[config.mk]
export PLATFORM = sky130hd
export DESIGN_NAME = ex_mem_pipe_reg
export DESIGN_NICKNAME = d
export VERILOG_FILES = /design/src/rtl/ex_mem_pipe_reg.sv
export SDC_FILE = /design/constraint.sdc
export NUM_CORES = 1
export LEC_CHECK = 0
export CAP_MARGIN = 10
export CELL_PAD_IN_SITES_DETAIL_PLACEMENT = 0
export CELL_PAD_IN_SITES_GLOBAL_PLACEMENT = 1
export CORE_MARGIN = 2
export CORE_UTILIZATION = 25
export DETAILED_ROUTE_END_ITERATION = 12
export PLACE_DENSITY = 0.67
export RECOVER_POWER = 50
export SETUP_SLACK_MARGIN = 0.1
export SYNTH_ARGS = -nofsm -noshare
export SYNTH_HDL_FRONTEND = slang
export SYNTH_SLANG_ARGS = --single-unit
[constraint.sdc]
create_clock -name clk -period 1.75 [get_ports clk]
set_clock_uncertainty 0.2 [all_clocks]
set_input_delay 0.525 -clock clk [delete_from_list [all_inputs] [get_ports clk]]
set_output_delay 0.525 -clock clk [all_outputs]
set_load 0.05 [all_outputs]
[src/rtl/ex_mem_pipe_reg.sv]
`default_nettype none
// ============================================================================
// Module      : ex_mem_pipe_reg
// Description : Elastic EX->MEM pipeline register with valid/ready handshake,
//               synchronous flush and an optional two-entry skid buffer.
//               Define EXMEM_SKID_EN to build the skid buffer variant, which
//               makes in_ready a registered signal. Without it a single entry
//               is kept and in_ready is combinational from out_ready.
// Revision    : 1.0 - initial release
// ============================================================================
module ex_mem_pipe_reg #(
  parameter int XLEN   = 32,
  parameter int REG_AW = 5
) (
  input  logic              clk,
  input  logic              rst,
  input  logic              flush,

  // EX side
  input  logic              in_valid,
  output logic              in_ready,
  input  logic              memWriteE,
  input  logic              regWriteE,
  input  logic              luiE,
  input  logic [1:0]        resultSrcE,
  input  logic [REG_AW-1:0] RdE,
  input  logic [XLEN-1:0]   ALUResultE,
  input  logic [XLEN-1:0]   writeDataE,
  input  logic [XLEN-1:0]   PCPlus4E,
  input  logic [XLEN-1:0]   extImmE,

  // MEM side
  output logic              out_valid,
  input  logic              out_ready,
  output logic              memWriteM,
  output logic              regWriteM,
  output logic              luiM,
  output logic [1:0]        resultSrcM,
  output logic [REG_AW-1:0] RdM,
  output logic [XLEN-1:0]   ALUResultM,
  output logic [XLEN-1:0]   writeDataM,
  output logic [XLEN-1:0]   PCPlus4M,
  output logic [XLEN-1:0]   extImmM
);

  // Whole payload is stored as one flat vector so the main and skid entries
  // share a single packing order.
  localparam int PW = 3 + 2 + REG_AW + 4 * XLEN;

  logic [PW-1:0] in_pl;
  logic [PW-1:0] main_pl;
  logic          main_valid;
  logic          accept;
  logic          drain;

  // Raw control bits of the main entry, gated below before leaving the block.
  logic          main_mem_write;
  logic          main_reg_write;
  logic          main_lui;

  assign in_pl = {memWriteE, regWriteE, luiE, resultSrcE, RdE,
                  ALUResultE, writeDataE, PCPlus4E, extImmE};

  assign accept = in_valid && in_ready;
  assign drain  = main_valid && out_ready;

`ifdef EXMEM_SKID_EN

  typedef enum logic [1:0] {
    EMPTY = 2'd0,
    ONE   = 2'd1,
    FULL  = 2'd2
  } state_t;

  state_t        state;
  logic [PW-1:0] skid_pl;
  logic          ready_q;

  // Two-entry occupancy tracking; ready_q mirrors (state != FULL) as a flop
  // so that in_ready never depends combinationally on out_ready.
  always_ff @(posedge clk) begin
    if (rst) begin
      state      <= EMPTY;
      main_valid <= 1'b0;
      ready_q    <= 1'b1;
      main_pl    <= '0;
      skid_pl    <= '0;
    end else if (flush) begin
      // Both entries are dropped; payload bits are left as they are since
      // out_valid=0 already gates the control bits.
      state      <= EMPTY;
      main_valid <= 1'b0;
      ready_q    <= 1'b1;
    end else begin
      case (state)
        EMPTY: begin
          if (accept) begin
            main_pl    <= in_pl;
            main_valid <= 1'b1;
            state      <= ONE;
          end
        end
        ONE: begin
          if (accept && !drain) begin
            // Consumer stalled: park the new item behind the main entry.
            skid_pl <= in_pl;
            ready_q <= 1'b0;
            state   <= FULL;
          end else if (!accept && drain) begin
            main_valid <= 1'b0;
            state      <= EMPTY;
          end else if (accept && drain) begin
            main_pl <= in_pl;
          end
        end
        FULL: begin
          if (drain) begin
            main_pl <= skid_pl;
            ready_q <= 1'b1;
            state   <= ONE;
          end
        end
        default: begin
          state      <= EMPTY;
          main_valid <= 1'b0;
          ready_q    <= 1'b1;
        end
      endcase
    end
  end

  assign in_ready = ready_q;

`else

  typedef enum logic {
    EMPTY = 1'b0,
    ONE   = 1'b1
  } state_t;

  state_t state;

  // Single-entry register; a new item can only enter an occupied stage when
  // the current one leaves in the same cycle.
  always_ff @(posedge clk) begin
    if (rst) begin
      state      <= EMPTY;
      main_valid <= 1'b0;
      main_pl    <= '0;
    end else if (flush) begin
      state      <= EMPTY;
      main_valid <= 1'b0;
    end else begin
      case (state)
        EMPTY: begin
          if (accept) begin
            main_pl    <= in_pl;
            main_valid <= 1'b1;
            state      <= ONE;
          end
        end
        ONE: begin
          if (accept) begin
            main_pl <= in_pl;
          end else if (drain) begin
            main_valid <= 1'b0;
            state      <= EMPTY;
          end
        end
      endcase
    end
  end

  assign in_ready = !main_valid || out_ready;

`endif

  assign {main_mem_write, main_reg_write, main_lui, resultSrcM, RdM,
          ALUResultM, writeDataM, PCPlus4M, extImmM} = main_pl;

  assign out_valid = main_valid;

  // A bubble must never write the register file or memory.
  assign memWriteM = main_mem_write & main_valid;
  assign regWriteM = main_reg_write & main_valid;
  assign luiM      = main_lui       & main_valid;

endmodule
`default_nettype wire

# Yosys cells after proc, flatten, opt, wreduce, memory -nomap -nowiden
# Cells that the tools add are included.
[classes]
n_eq_ne = 3
mux = 9
bitwise_logic = 5
reduce_logical = 7
[ops]
columns = ["op", "n"]
rows = [
  ["$mux W138", 1],
  ["$mux W1", 6],
  ["$ne A2 B2 Y1 const B", 3],
  ["$pmux W1 S2", 2],
  ["$and A1 B1 Y1", 3],
  ["$reduce_and A3 Y1", 1],
  ["$logic_and A1 B1 Y1", 2],
  ["$not A1 Y1", 2],
  ["$reduce_and A2 Y1", 1],
  ["$reduce_or A2 Y1", 1],
  ["$logic_not A1 Y1", 1],
  ["$logic_or A1 B1 Y1", 1],
]
[totals]
reg_bits = 140
input_bits = 143
output_inout_bits = 140
elab_cells = 27

# Longest topological paths before layout
# Gate-level depths: netlist (run 1).
[depth]
word_depth = 5
ltp_mapped = 6
mapped_depth_nobuf = 3

# Worst setup path before layout (run 1)
# Ideal clock, no wire load.
[synth_path]
path_kind = "register to register"
start = "register main_valid, in the netlist out_valid"
end = "register main_pl[100]"
setup_time_ns = 0.120
t_arrival_ns = 1.948
required_ns = 1.430
setup_slack_ns = -0.517
path_stages_with_launch = 7
path_buffers = 3
synth_period_minus_slack_ns = 2.267
path_cell_list = "dfxtp_1 -> nand2b_1 -> and3b_1 -> buf_2 -> buf_6 -> buf_6 -> mux2i_1"
[synth_via]
elab_chain_len = 4
[synth_lines]
columns = ["item", "line_no", "text"]
rows = [
  ["start: declaration", "52", "logic main_valid;"],
  ["start signal: assignment", "148", "main_valid <= 1'b0;"],
  ["start signal: assignment", "152", "main_valid <= 1'b0;"],
  ["start signal: assignment", "158", "main_valid <= 1'b1;"],
  ["$logic_not A1 Y1", "174", "assign in_ready = !main_valid || out_ready;"],
  ["$logic_or A1 B1 Y1", "174", ""],
  ["via in_ready", "21", "output logic in_ready,"],
  ["$logic_and A1 B1 Y1", "64", "assign accept = in_valid && in_ready;"],
  ["$reduce_and A2 Y1 (no source line)", "n/a", ""],
  ["end signal: assignment", "157", "main_pl <= in_pl;"],
  ["end signal: assignment", "164", "main_pl <= in_pl;"],
  ["end: declaration", "51", "logic [PW-1:0] main_pl;"],
]
# The timed path passes the listed nets, and every way through them passes these cells.
# A chain may end at the register's enable or synchronous reset.

# Worst setup path after layout (run 1)
[layout_path]
start = "register main_valid, in the netlist out_valid"
end = "output port in_ready"
[layout_via]
elab_chain_len = 2
[layout_lines]
columns = ["item", "line_no"]
rows = [
  ["$logic_not A1 Y1", "174"],
  ["$logic_or A1 B1 Y1", "174"],
  ["end: declaration", "21"],
]
# No other way between the ends.

==> impl_metrics.py, run 1 <==
metrics = {
    "cts": {
        "clock_latency_ns": 0.42,
        "root_buffer": "clkbuf_16",
        "clock-sinks": 140,
        "numCtsBuffers": 17,
        "cts_tree": "done",
        "htree_levels": 4,
        "cts_buffer_depth": 2,
        "cts.reportedPaths.clkPinSlew_ns": 0.06,
        "cts_hold_buffers": 0,
    },
    "finish": {
        "nets": 1093,
        "area_growth_pct": 72.1,
        "layout_commonest_cell": "nand2b_1",
        "instances_no_fill": 1347,
        "drive_above_1_share_pct": 38.8,
        "layout_common_cells": "nand2b_1, buf_12, mux2i_1",
        "fill_cells": 2696,
        "antennaDiodeCount": 0,
    },
    "drt": {
        "drc": 0,
        "ant_nets": 0,
        "drt-total-wl_mm": 19.1,
        "vias": 5200,
        "first_pass_iters": 4,
        "drt_iter0_markers": 176,
        "wl_per_cell_um": 14.2,
        "via_per_inst": 3.86,
    },
    "timing": {
        "finalCritPeriodShare_pct": 105,
        "setup_tns_ns": -0.983,
        "fin_ws_ns": -0.0890,
        "tightest_slew_ns": 0.313,
        "finalMaxSlewViolations": 0,
        "setup_violations": 51,
        "slew_headroom_pct": 78.6,
        "rsz0062_at_grt": "yes",
        "timing.fmax_ghz": 0.544,
        "hold_violations": 0,
        "post-route-min-period_ns": 1.84,
    },
    "floorplan": {
        "ios": 283,
        "die-width_um": 175,
        "die_h_um": 175,
        "initial_utilization_pct": 25.4,
        "rows": 62,
        "die-area_sq_um": 30600,
        "coreArea_sq_um": 28700,
    },
    "logic_synthesis": {
        "synth.top_cell.area_share_pct": 38.4,
        "synth_top_area_cell": "dfxtp_1",
        "synthAdderAreaFrac_pct": 0,
        "postSynthAreaPerCell_sq_um": 9.75,
        "synth_fp_nets": 891,
        "seq_area_frac_synth_pct": 38.4,
        "ys_ff_latch": 140,
        "synthSimpleGateAreaFrac_pct": 24.4,
        "synthXorXnorAreaFrac_pct": 0,
        "ys_types": 15,
        "synthCells": 748,
        "synth_compound_area_share_pct": 0.189,
        "synthMuxAreaShare_pct": 19.1,
        "synth_area_sq_um": 7290,
        "synth_top_family_by_area": "simple AND/OR/NAND/NOR gates",
        "ys_top_cells_by_area": "dfxtp_1, nand2b_1, mux2i_1, buf_4, buf_6",
        "ys_warn_count": 0,
    },
    "global_routing": {
        "antenna_found_initial": 0,
        "grtUsageTotal_pct": 12.5,
        "grt_pass1_vias": 5399,
        "overflow": 0,
        "gr-max-usage-layer": "met2",
        "use_met1_pct": 14.9,
        "met3_usage_pct": 5.94,
        "grt_pass1_wl_mm": 30.0,
        "grt_use_met2_pct": 20.8,
        "grt_max_degree": 40,
    },
    "placed_design": {
        "hpwl_mm": 13.6,
        "pre_cts_slack_ns": -0.474,
        "portBuffers": 282,
        "dp_cells": 1268,
        "place_congestion": 0.706,
    },
    "setup_path": {
        "r2r-end": "main_pl[48]",
        "path_delay_family": "flip-flops",
        "start_kind": "register",
        "worst_path_max_delay_cell": "dfxtp_4",
        "cp.arrival_ns": 1.11,
        "ff2ff_path_depth": 8,
        "end_kind": "primary output",
        "crit_required_ns": 1.02,
        "cp-startpoint": "out_valid",
        "critPathKind": "register to primary output",
        "regToRegSetupSlack_ns": -0.03,
        "path_buf_inv": 2,
        "crit-reg2reg-launch": "out_valid",
        "worstPathMaxFanout": 5,
        "path_cells": "nand2b_4 -> buf_6 -> buf_12",
        "critPathMaxStageDelay_ns": 0.39,
    },
    "min_path": {
        "hold_start": "main_pl[44]",
        "min_delay_path_depth": 2,
        "min_to": "main_pl[44]",
        "min_path_type": "register to register",
    },
    "pwr": {
        "fin_total_pwr_mw": 9.57,
        "leakage_nw": 4.85,
        "ir_drop_mv": 0.487,
        "powerDensity_nw_per_um2": 762,
    },
    "run": {
        "max_cap_viol_count": 0,
    },
    "run_status": {
        "outcome": "finished, violations left",
        "violations": "setup timing",
    },
}
==> through the flow <==
| step | utilization, % | area [sq um] | hold WS [ns] |
|---|---|---|---|
| 2_1_floorplan | - | 7310 | 0.244 |
| 3_3_place_gp | 39.0 | 11200 | 0.256 |
| 3_5_place_dp | 39.0 | 11200 | 0.265 |
| 4_1_cts | 43.4 | 12500 | 0.282 |
| 5_1_grt | 43.7 | 12600 | 0.295 |
| 6_report | 43.7 | 12600 | 0.271 |
==> power by group <==
part / switching, mW / internal (mW) / total (mW)
Combinational: 1.03 / 1.38 / 2.41
Sequential: 0.175 / 3.38 / 3.55
Clock: 1.58 / 2.03 / 3.61
Total: 2.78 / 6.79 / 9.57
==> synth_stat cells <==
library cell / count
buf_6: 14
and3b_1: 1
a2111oi_0: 1
nor2_1: 1
nand2b_1: 277
o21ai_0: 1
nor3_1: 1
mux2i_1: 139
and2_1: 3
buf_4: 136
buf_2: 3
clkbuf_1: 29
dfxtp_1: 140
nand3b_1: 1
nor2b_1: 1
==> logic make-up after synthesis <==
kind of cell,after synthesis
AND/OR/NAND/NOR,285
buffers and inverters,182
flip-flops,140
multiplexers,139
AO/OA/AOI/OAI,2
==> routing by layer <==
| metal | wire, um | up-vias | part of all wire [%] |
|---|---|---|---|
| li1 | - | 2643 | - |
| met4 | 112 | 0 | 0.59 |
| met2 | 9180 | 174 | 48 |
| met1 | 8100 | 2375 | 42 |
| met3 | 1720 | 8 | 9.0 |
| met5 | 0 | - | 0 |
==> flip-flops by register name (all words and copies together), names as in the netlist <==
name / count
main_pl: 138
state: 1
out_valid: 1
==> repair_timing <==
action	4_1_cts	5_1_grt
gates cloned	6	2
gates resized for setup	165	24
setup endpoints to repair	276	275
pin swaps	1	0
setup buffers	28	16
==> tightest hold or removal path, stage by stage (launching register included) <==
cell and delay [ns]:
dfxtp_2 0.32, nand2b_1 0.06, mux2i_1 0.06
==> worst max path at each step <==
stage | cells after the start | to | slack [ns]
final | 3 | in_ready | -0.09
after global placement | 6 | main_pl[94] | -0.45
after floorplan | 6 | main_pl[100] | -0.02
after detailed placement | 6 | main_pl[98] | -0.47
after CTS | 3 | in_ready | -0.12
after global routing | 3 | in_ready | -0.15
==> cell type report <==
cell class / instances / area (sq um) / area share [%]
clock inverters: 13 / 131 / 1.05
multi-input cells: 426 / 3210 / 25.5
clock buffers: 19 / 443 / 3.53
flip-flops and latches: 140 / 2970 / 23.7
repair buffers: 365 / 5320 / 42.4
well taps: 384 / 480 / 3.83
(Power assumes the default switching activity.)
==> inputs of run 2 (changes only) <==
Settings changed: CORE_MARGIN 2 to 3.
==> run 2 against run 1 <==
  * The run still ends with setup timing left
  * Fmax is 0.47% lower
  * Flip-flop and latch count is the same
  * Worst hold slack about the same
  * Die area up 2.3%
  * Clock power is 2% higher
  * Via count grew 2.2%
  * Count of clock-buffer cells in the layout unchanged
  * Non-clock buffer count increased by 14
  * Cell area grew 1.1%
  * Setup slack worse by 0.0087 ns
  * Wire length up 4.5%
  * Critical path type unchanged
==> impl_metrics.py, run 2 (synthesis gave the netlist of run 1 again) <==
metrics = {
    "timing": {
        "finalMaxSlewViolations": 0,
        "post-route-min-period_ns": 1.85,
        "fin_hold_ws_ns": 0.271,
        "setup_violations": 5,
        "slew_headroom_pct": 79.8,
        "fin_ws_ns": -0.0977,
        "rsz0062_at_grt": "yes",
        "hold_violations": 0,
        "tightest_slew_ns": 0.296,
        "finalCritPeriodShare_pct": 106,
        "timing.fmax_ghz": 0.541,
        "setup_tns_ns": -0.390,
    },
    "pwr": {
        "pwr-share-seq_pct": 36.8,
        "fin_total_pwr_mw": 9.67,
        "leakage_nw": 4.95,
        "pwr-share-comb_pct": 25.2,
        "powerDensity_nw_per_um2": 762,
        "p_switching_mw": 2.74,
        "ir_drop_mv": 0.532,
        "swShare_pct": 28.3,
        "p_clk_share_pct": 37.9,
        "p_int_mw": 6.93,
    },
    "cts": {
        "clock_latency_ns": 0.41,
        "cts_hold_buffers": 0,
        "numCtsBuffers": 17,
        "clock-sinks": 140,
        "cts.reportedPaths.clkPinSlew_ns": 0.06,
        "cts_buffer_depth": 2,
        "root_buffer": "clkbuf_16",
        "htree_levels": 4,
        "cts_tree": "done",
    },
    "finish": {
        "antennaDiodeCount": 0,
        "fill_cells": 2622,
        "final_cell_area_sq_um": 12700,
        "largest_register_ffs": 138,
        "seqCellArea_sq_um": 2990,
        "instances_no_fill": 1354,
        "layout_common_cells": "nand2b_1, buf_12, clkdlybuf4s50_1",
        "top_register": "main_pl",
        "nets": 1107,
        "layout_commonest_cell": "nand2b_1",
        "area_growth_pct": 74.0,
        "multi_input_area_sq_um": 3230,
        "finalCoreUtilization_pct": 44.9,
        "drive_above_1_share_pct": 42.3,
    },
    "global_routing": {
        "grtUsageTotal_pct": 12.6,
        "grt_max_degree": 47,
        "grt_pass1_vias": 5448,
        "antenna_found_initial": 0,
        "grt_pass1_wl_mm": 30.7,
        "overflow": 0,
    },
    "drt": {
        "wl_met2_mm": 9.22,
        "wl_per_cell_um": 14.7,
        "drc": 0,
        "vias": 5316,
        "drt_iter0_markers": 153,
        "drt-total-wl_mm": 20.0,
        "first_pass_iters": 4,
        "via_per_inst": 3.93,
        "ant_nets": 0,
        "top_layer_used": "met4",
        "wl_met1_mm": 8.77,
        "dr_wl_met3_mm": 1.83,
    },
    "min_path": {
        "min_path_type": "register to register",
        "min_to": "main_pl[136]",
        "hold_start": "main_pl[136]",
        "min_delay_path_depth": 2,
    },
    "floorplan": {
        "initial_utilization_pct": 25.8,
        "die-width_um": 177,
        "die-area_sq_um": 31300,
        "die_h_um": 177,
        "rows": 61,
        "ios": 283,
        "coreArea_sq_um": 28200,
    },
    "placed_design": {
        "pre_cts_slack_ns": -0.481,
        "dp_cells": 1258,
        "dpl-instance-area_sq_um": 11200,
        "portBuffers": 282,
        "hpwl_mm": 14.2,
        "place_congestion": 0.702,
    },
    "setup_path": {
        "ff2ff_path_depth": 7,
        "crit-reg2reg-launch": "out_valid",
        "end_kind": "primary output",
        "regToRegSetupSlack_ns": 0,
        "critPathKind": "register to primary output",
        "crit_required_ns": 1.02,
        "worstPathMaxFanout": 7,
        "r2r-end": "main_pl[109]",
        "cp.arrival_ns": 1.12,
        "start_kind": "register",
    },
    "run_status": {
        "violations": "setup timing",
        "outcome": "finished, violations left",
    },
    "run": {
        "max_cap_viol_count": 0,
    },
}
[run 2: layout make-up]
cell class,count,area share (%)
clock inverters,12,1.09
repair buffers,379,42.6
flip-flops and latches,140,23.6
clock buffers,19,3.49
multi-input cells,426,25.5
well taps,378,3.73
[run 2: per-layer routing]
layer	vias to the layer above	GRT usage, %
li1	2674	-
met1	2435	15.7
met2	196	19.9
met3	11	5.45
met4	0	3.14
met5	-	0
[run 2: worst max-delay path by stage]
stage	start	end	slack [ns]	cells after the start
6_report	out_valid	in_ready	-0.1	3
5_1_grt	out_valid	in_ready	-0.16	3
4_1_cts	out_valid	in_ready	-0.15	3
3_5_place_dp	out_ready	main_pl[57]	-0.48	6
3_3_place_gp	out_ready	main_pl[73]	-0.44	6
2_1_floorplan	out_ready	main_pl[100]	-0.02	6
[run 2: worst max-delay path, cell delays in order, from the launching register on]
cell and delay (ns):
dfxtp_4 0.40, nand2b_4 0.06, buf_6 0.11, buf_12 0.14
[run 2: power by group through the flow]
stage / clock, mW / combinational [mW] / sequential (mW)
2_1_floorplan: 0 / 1.32 / 3.50
3_3_place_gp: 0 / 2.24 / 3.61
3_5_place_dp: 0 / 2.25 / 3.61
4_1_cts: 3.81 / 2.45 / 3.57
5_1_grt: 3.95 / 2.56 / 3.58
6_report: 3.67 / 2.44 / 3.56
[run 2: timing repair]
| item | in CTS | in global routing |
|---|---|---|
| pin swaps | 1 | 0 |
| resized for setup | 173 | 17 |
| buffers inserted | 41 | 20 |
| gates cloned | 8 | 1 |
| hold endpoints to repair | 0 | 0 |
| setup endpoints to repair | 271 | 267 |
==> variant 1 (config.mk and constraints of run 1) <==
Set the parameter `REG_AW` to 4 (it was 5).
--- a/src/rtl/ex_mem_pipe_reg.sv
+++ b/src/rtl/ex_mem_pipe_reg.sv
@@ -10,7 +10,7 @@
 // ============================================================================
 module ex_mem_pipe_reg #(
   parameter int XLEN   = 32,
-  parameter int REG_AW = 5
+  parameter int REG_AW = 4
 ) (
   input  logic              clk,
   input  logic              rst,
Interface: changed (resized RdE and RdM); port bits go from 283 to 281. The function was not compared with the original's and may differ.
==> variant 1 against run 1 <==
The run still ends with setup timing left. Largest cell class unchanged. Register-to-register slack improved by 20 ps. Hold slack improved by 7.0 ps. Total power grew 1.3%. Worst setup slack worse by 8.7 ps. Fmax shrank 0.47%. Critical path type unchanged. Routed wire length is 2.8% lower. Final area decreased by 0.81%. Area after synthesis is 0.69% higher. Sequential cell count shrank 1.
==> variant 1: results (changes against run 1) <==
STA
  • Setup TNS: -632 ps (+352 ps)
  • Relative slew margins: 74.1% (-4.5 points)
  • Setup slack after layout: -97.7 ps (-8.70 ps)
  • Final setup viols: 31 (-39%)

Yosys
  • Yosys cell types: 15 (unchanged)
  • Largest cells by area after synthesis: dfxtp_1 (38%), nand2b_1 (23%), mux2i_1 (19%)
  • Sequential element share of the synthesized area: 37.9% (-0.53 points)
  • Most frequent cells after synthesis: nand2b_1 (275), dfxtp_1 (139), mux2i_1 (138), buf_4 (134), clkbuf_1 (30)
  • Syn nets: 884 (-0.79%)

Worst setup path
  • Worst r2r src: out_valid
  • Flop2flop setup slack: -10 ps (+20 ps)

Placement
  • DP Area: 11200 um2 (+0.11%)
  • I/O Buffers: 280 (-0.71%)
  • GPL Wtd Cong: 0.701 (-0.65%)
  • Detailed placement HPWL: 13.5 mm (-0.44%)
  • Dpl ws: -466 ps (+7.92 ps)

Outcome
  • Status: complete, but fails checks
  • Failing checks: setup timing

Layout
  • Fin nets: 1094 (+0.091%)
  • Fraction of layout cells with a size suffix above 1: 41.6% (+2.8 points)
  • Largest register FFs: 137 (-0.72%)
  • Antenna Cells: 0 (unchanged)

CTS
  • CTS clk-pin slew, worst paths: around 70 ps
  • Clk_lat worst skew: 420 ps (about the same)

Drt
  • Initial DRC Count: 163 (-7.4%)
  • Post-Route WL: 18.6 mm (-2.8%)
  • Via count: 5225 (+0.48%)

GRT
  • Vias in the first global route: 5433 (+0.63%)
  • Largest net degree at the start of global routing: 43 (+7.5%)
  • Global-route wire length before repair: 29.1 mm (-2.8%)
  • GRT Total Usage: 11.9% (-0.62 points)

Min path
  • Min-delay src: main_pl[135]

Power
  • VDD IR-drop max: 0.585 mV (+20%)
  • Switch Pwr: 2.70 mW (-3.1%)
  • Static leakage: 4.84 nW (about the same)
[variant 1: cell count changes after synthesis, sizes merged]
| cell | before | now |
|---|---|---|
| buf | 153 | 150 |
| nand2b | 277 | 275 |
| clkbuf | 29 | 30 |
| dfxtp | 140 | 139 |
| mux2i | 139 | 138 |
[variant 1: through the flow]
stage | hold slack [ps] | cells | power [mW]
floorplan | 244 | 742 | 4.81
global placement | 261 | 1270 | 5.84
detailed placement | 266 | 1270 | 5.85
CTS | 282 | 1331 | 9.85
global route | 302 | 1348 | 10.1
finish | 278 | 1348 | 9.69
[variant 1: cells by family after synthesis]
logic type / after synthesis / share of synthesized area, %
and+or+nand+nor: 283 / 24.1
buffers and inverters: 180 / 19.0
DFF: 139 / 37.9
muxes: 138 / 18.8
AOI/OAI and AO/OA: 2 / 0.187
[variant 1: path summary, 6_finish.rpt]
check,endpoint,cells after the start
worst max-delay path,in_ready,3
worst min-delay path,main_pl[135],2
worst max register to register,main_pl[15],5
worst min register to register,main_pl[135],2
[variant 1: critical path, cell delays in order (launching register included)]
cell	delay [ps]
dfxtp_4	390
nand2b_4	60
buf_6	110
buf_12	140
[variant 1: repair_timing]
item	4_1_cts	5_1_grt
gates cloned	2	1
buffers inserted	28	16
endpoints found under the setup margin	266	147
endpoints found under the hold margin	0	0
resized for setup	150	10
[variant 1: cell type report]
cell class,count,area [um2]
fillers,2687,16300
repair buffers,371,5200
multi-input cells,423,3180
flip-flops and latches,139,2980
well taps,384,480
clock buffers,19,443
clock inverters,12,164
[variant 1: power by group through the flow]
| stage | Sequential [mW] | Clock, mW | Combinational [mW] |
|---|---|---|---|
| 6_report | 3.53 | 3.80 | 2.36 |
| 5_1_grt | 3.55 | 4.08 | 2.47 |
| 4_1_cts | 3.54 | 3.96 | 2.35 |
| 3_5_place_dp | 3.58 | 0 | 2.26 |
| 3_3_place_gp | 3.58 | 0 | 2.25 |
| 2_1_floorplan | 3.47 | 0 | 1.34 |
[variant 1: layer usage]
layer	global-route usage [%]	wire, um	vias to the layer above	share of wire [%]
li1	-	-	2650	-
met1	14.6	8160	2385	44
met2	18.8	8330	184	45
met3	5.52	1930	6	10
met4	3.33	144	0	0.78
met5	0	0	-	0
==> variant 2 (settings of run 1) <==
Without the edit above. The option `EXMEM_SKID_EN` is turned on by a define.
--- a/src/rtl/ex_mem_pipe_reg.sv
+++ b/src/rtl/ex_mem_pipe_reg.sv
@@ -8,6 +8,8 @@
 //               is kept and in_ready is combinational from out_ready.
 // Revision    : 1.0 - initial release
 // ============================================================================
+`define EXMEM_SKID_EN
+
 module ex_mem_pipe_reg #(
   parameter int XLEN   = 32,
   parameter int REG_AW = 5
Behaviour: not the same (Yosys sat finds a counterexample within 4 cycles, from zero or initial values and one cycle with rst high).
==> variant 2 against run 1 <==
The run still ends with setup timing left. Synthesized cell count increased by 88%. Area after synthesis rose by 78%. Largest power group unchanged. Combinational power increased by 86%. Largest cell class unchanged. Fmax down 25%. Final area rose by 69%. Critical path depth grew 8. Worst setup slack worse by 620 ps. First-iteration DRC count rose to 2.8 times the old value. Total power increased by 97%. Sequential cell count increased by 140. Routed wire length grew 140%. Critical endpoint is now main_pl[120].
==> variant 2: results (changes against run 1) <==
CTS
  • Htree depth: 2 (-2)
  • TritonCTS Buffers: 35 (+18)
  • Setup Buffers After CTS: 21 (-25%)
  • Hold buffer count at CTS: 1 (+1)
  • Largest buffer count on any clock path: 3 (+1)
  • Clk_lat worst skew: 530 ps (+110 ps)
  • CTS resizes: 64 (-61%)

Yosys
  • Post-synthesis compound-gate area fraction: 23.8% (+24 points)
  • Yosys cell types: 24 (+9)
  • Syn Area/Cell: 9.21 um2 (-5.5%)
  • Adder-Cell Fraction of Synth Area: 0.386% (+0.39 points)
  • Largest family of logic cells by synthesized area: compound AO/OA/AOI/OAI gates
  • Mux contribution to synthesized area: 10.7% (-8.4 points)
  • Largest cells by area after synthesis: dfxtp_1 (43%), a211oi_2 (12%), a21oi_1 (11%)
  • Most frequent cells after synthesis: a21oi_1 (281), nand2_1 (281), dfxtp_1 (280), buf_4 (151), mux2i_1 (138)

STA
  • Worst Tran Pin Value: 277 ps (-36.2 ps)
  • Final setup viols: 419 (+720%)
  • Setup slack after layout: -705 ps (-616 ps)

Layout
  • Count of multi-input gates: 864 (+100%)
  • Filler cell count: 4831 (+79%)
  • Fraction of area in multi-input gates: 30.5% (+4.9 points)
  • Clock-cell share of area: 5.39% (+0.81 points)
  • Non-clock buffer count: 469 (+28%)
  • Antenna Cells: 1 (+1)
  • Fin nets: 1800 (+65%)
  • Signal inverters: 3 (+3)
  • Count of clock buffers in the final design: 53 (+34)
  • Fraction of layout cells with a size suffix above 1: 39.2% (+0.39 points)
  • Non-filler cells, final: 2356 (+75%)
  • Register Area: 5610 um2 (+89%)
  • Area share of buffers outside the clock network: 33.6% (-8.8 points)

Power
  • VDD IR-drop max: 0.442 mV (-9.2%)
  • Static leakage: 8.49 nW (+75%)

Drt
  • Met3 WL: 2.95 mm (+72%)
  • Met2 Routed Length: 22.7 mm (+150%)
  • First drt pass iteration count: 5 (+1)
  • Post-Route WL: 45.6 mm (+140%)
  • WL met1: 18.8 mm (+130%)
  • Via count: 10900 (+110%)

GRT
  • Initial antenna violation count: 5 (+5)
  • Met1 GRT Util: 18.1% (+3.3 points)
  • Met3 usage: 4.37% (-1.6 points)
  • GRT Total Usage: 14.9% (+2.4 points)
  • Global-route wire length before repair: 62.6 mm (+110%)
  • Largest net degree at the start of global routing: 58 (+45%)
  • Met2 usage: 25.4% (+4.6 points)

Worst setup path
  • Crit-path slowest cell: or3b_4
  • CP delay by family, top: buffers and inverters
  • Max Fanout on Critical Path: 8 (+3)

Placement
  • Detailed placement HPWL: 26.9 mm (+98%)
  • GPL Wtd Cong: 0.746 (+5.7%)
  • Cell count after placement: 2224 (+75%)

Outcome
  • Status: complete, but fails checks
  • Failing checks: setup timing
variant 2: worst min-delay path, cell delays in order, from the launching register on:
cell,delay [ps]
dfxtp_1,300
nand2_1,50
a21oi_1,50
variant 2: per-stage QoR:
stage	utilization (%)	TNS, ps	area, um2	setup slack, ps	total power [mW]
after floorplan	-	-120390	13200	-662	9.44
after global placement	34.7	-347920	17800	-1440	11.2
after detailed placement	34.7	-351860	17800	-1470	11.2
after CTS	38.6	-170710	19800	-717	18.9
after global routing	41.4	-208080	21200	-798	19.5
final	41.4	-173400	21200	-705	18.8
variant 2: where the power goes:
group | switching, mW | internal [mW]
Combinational | 2.26 | 2.23
Clock | 2.78 | 4.51
Sequential | 0.358 | 6.69
Total | 5.40 | 13.4
variant 2: worst paths after layout:
path,to,slack [ps],depth (start not counted),start
setup reg to reg,main_pl[120],-700,11,out_valid
hold reg to reg,skid_pl[0],250,2,skid_pl[0]
hold / removal,skid_pl[0],250,2,skid_pl[0]
setup / recovery,main_pl[120],-700,11,out_valid
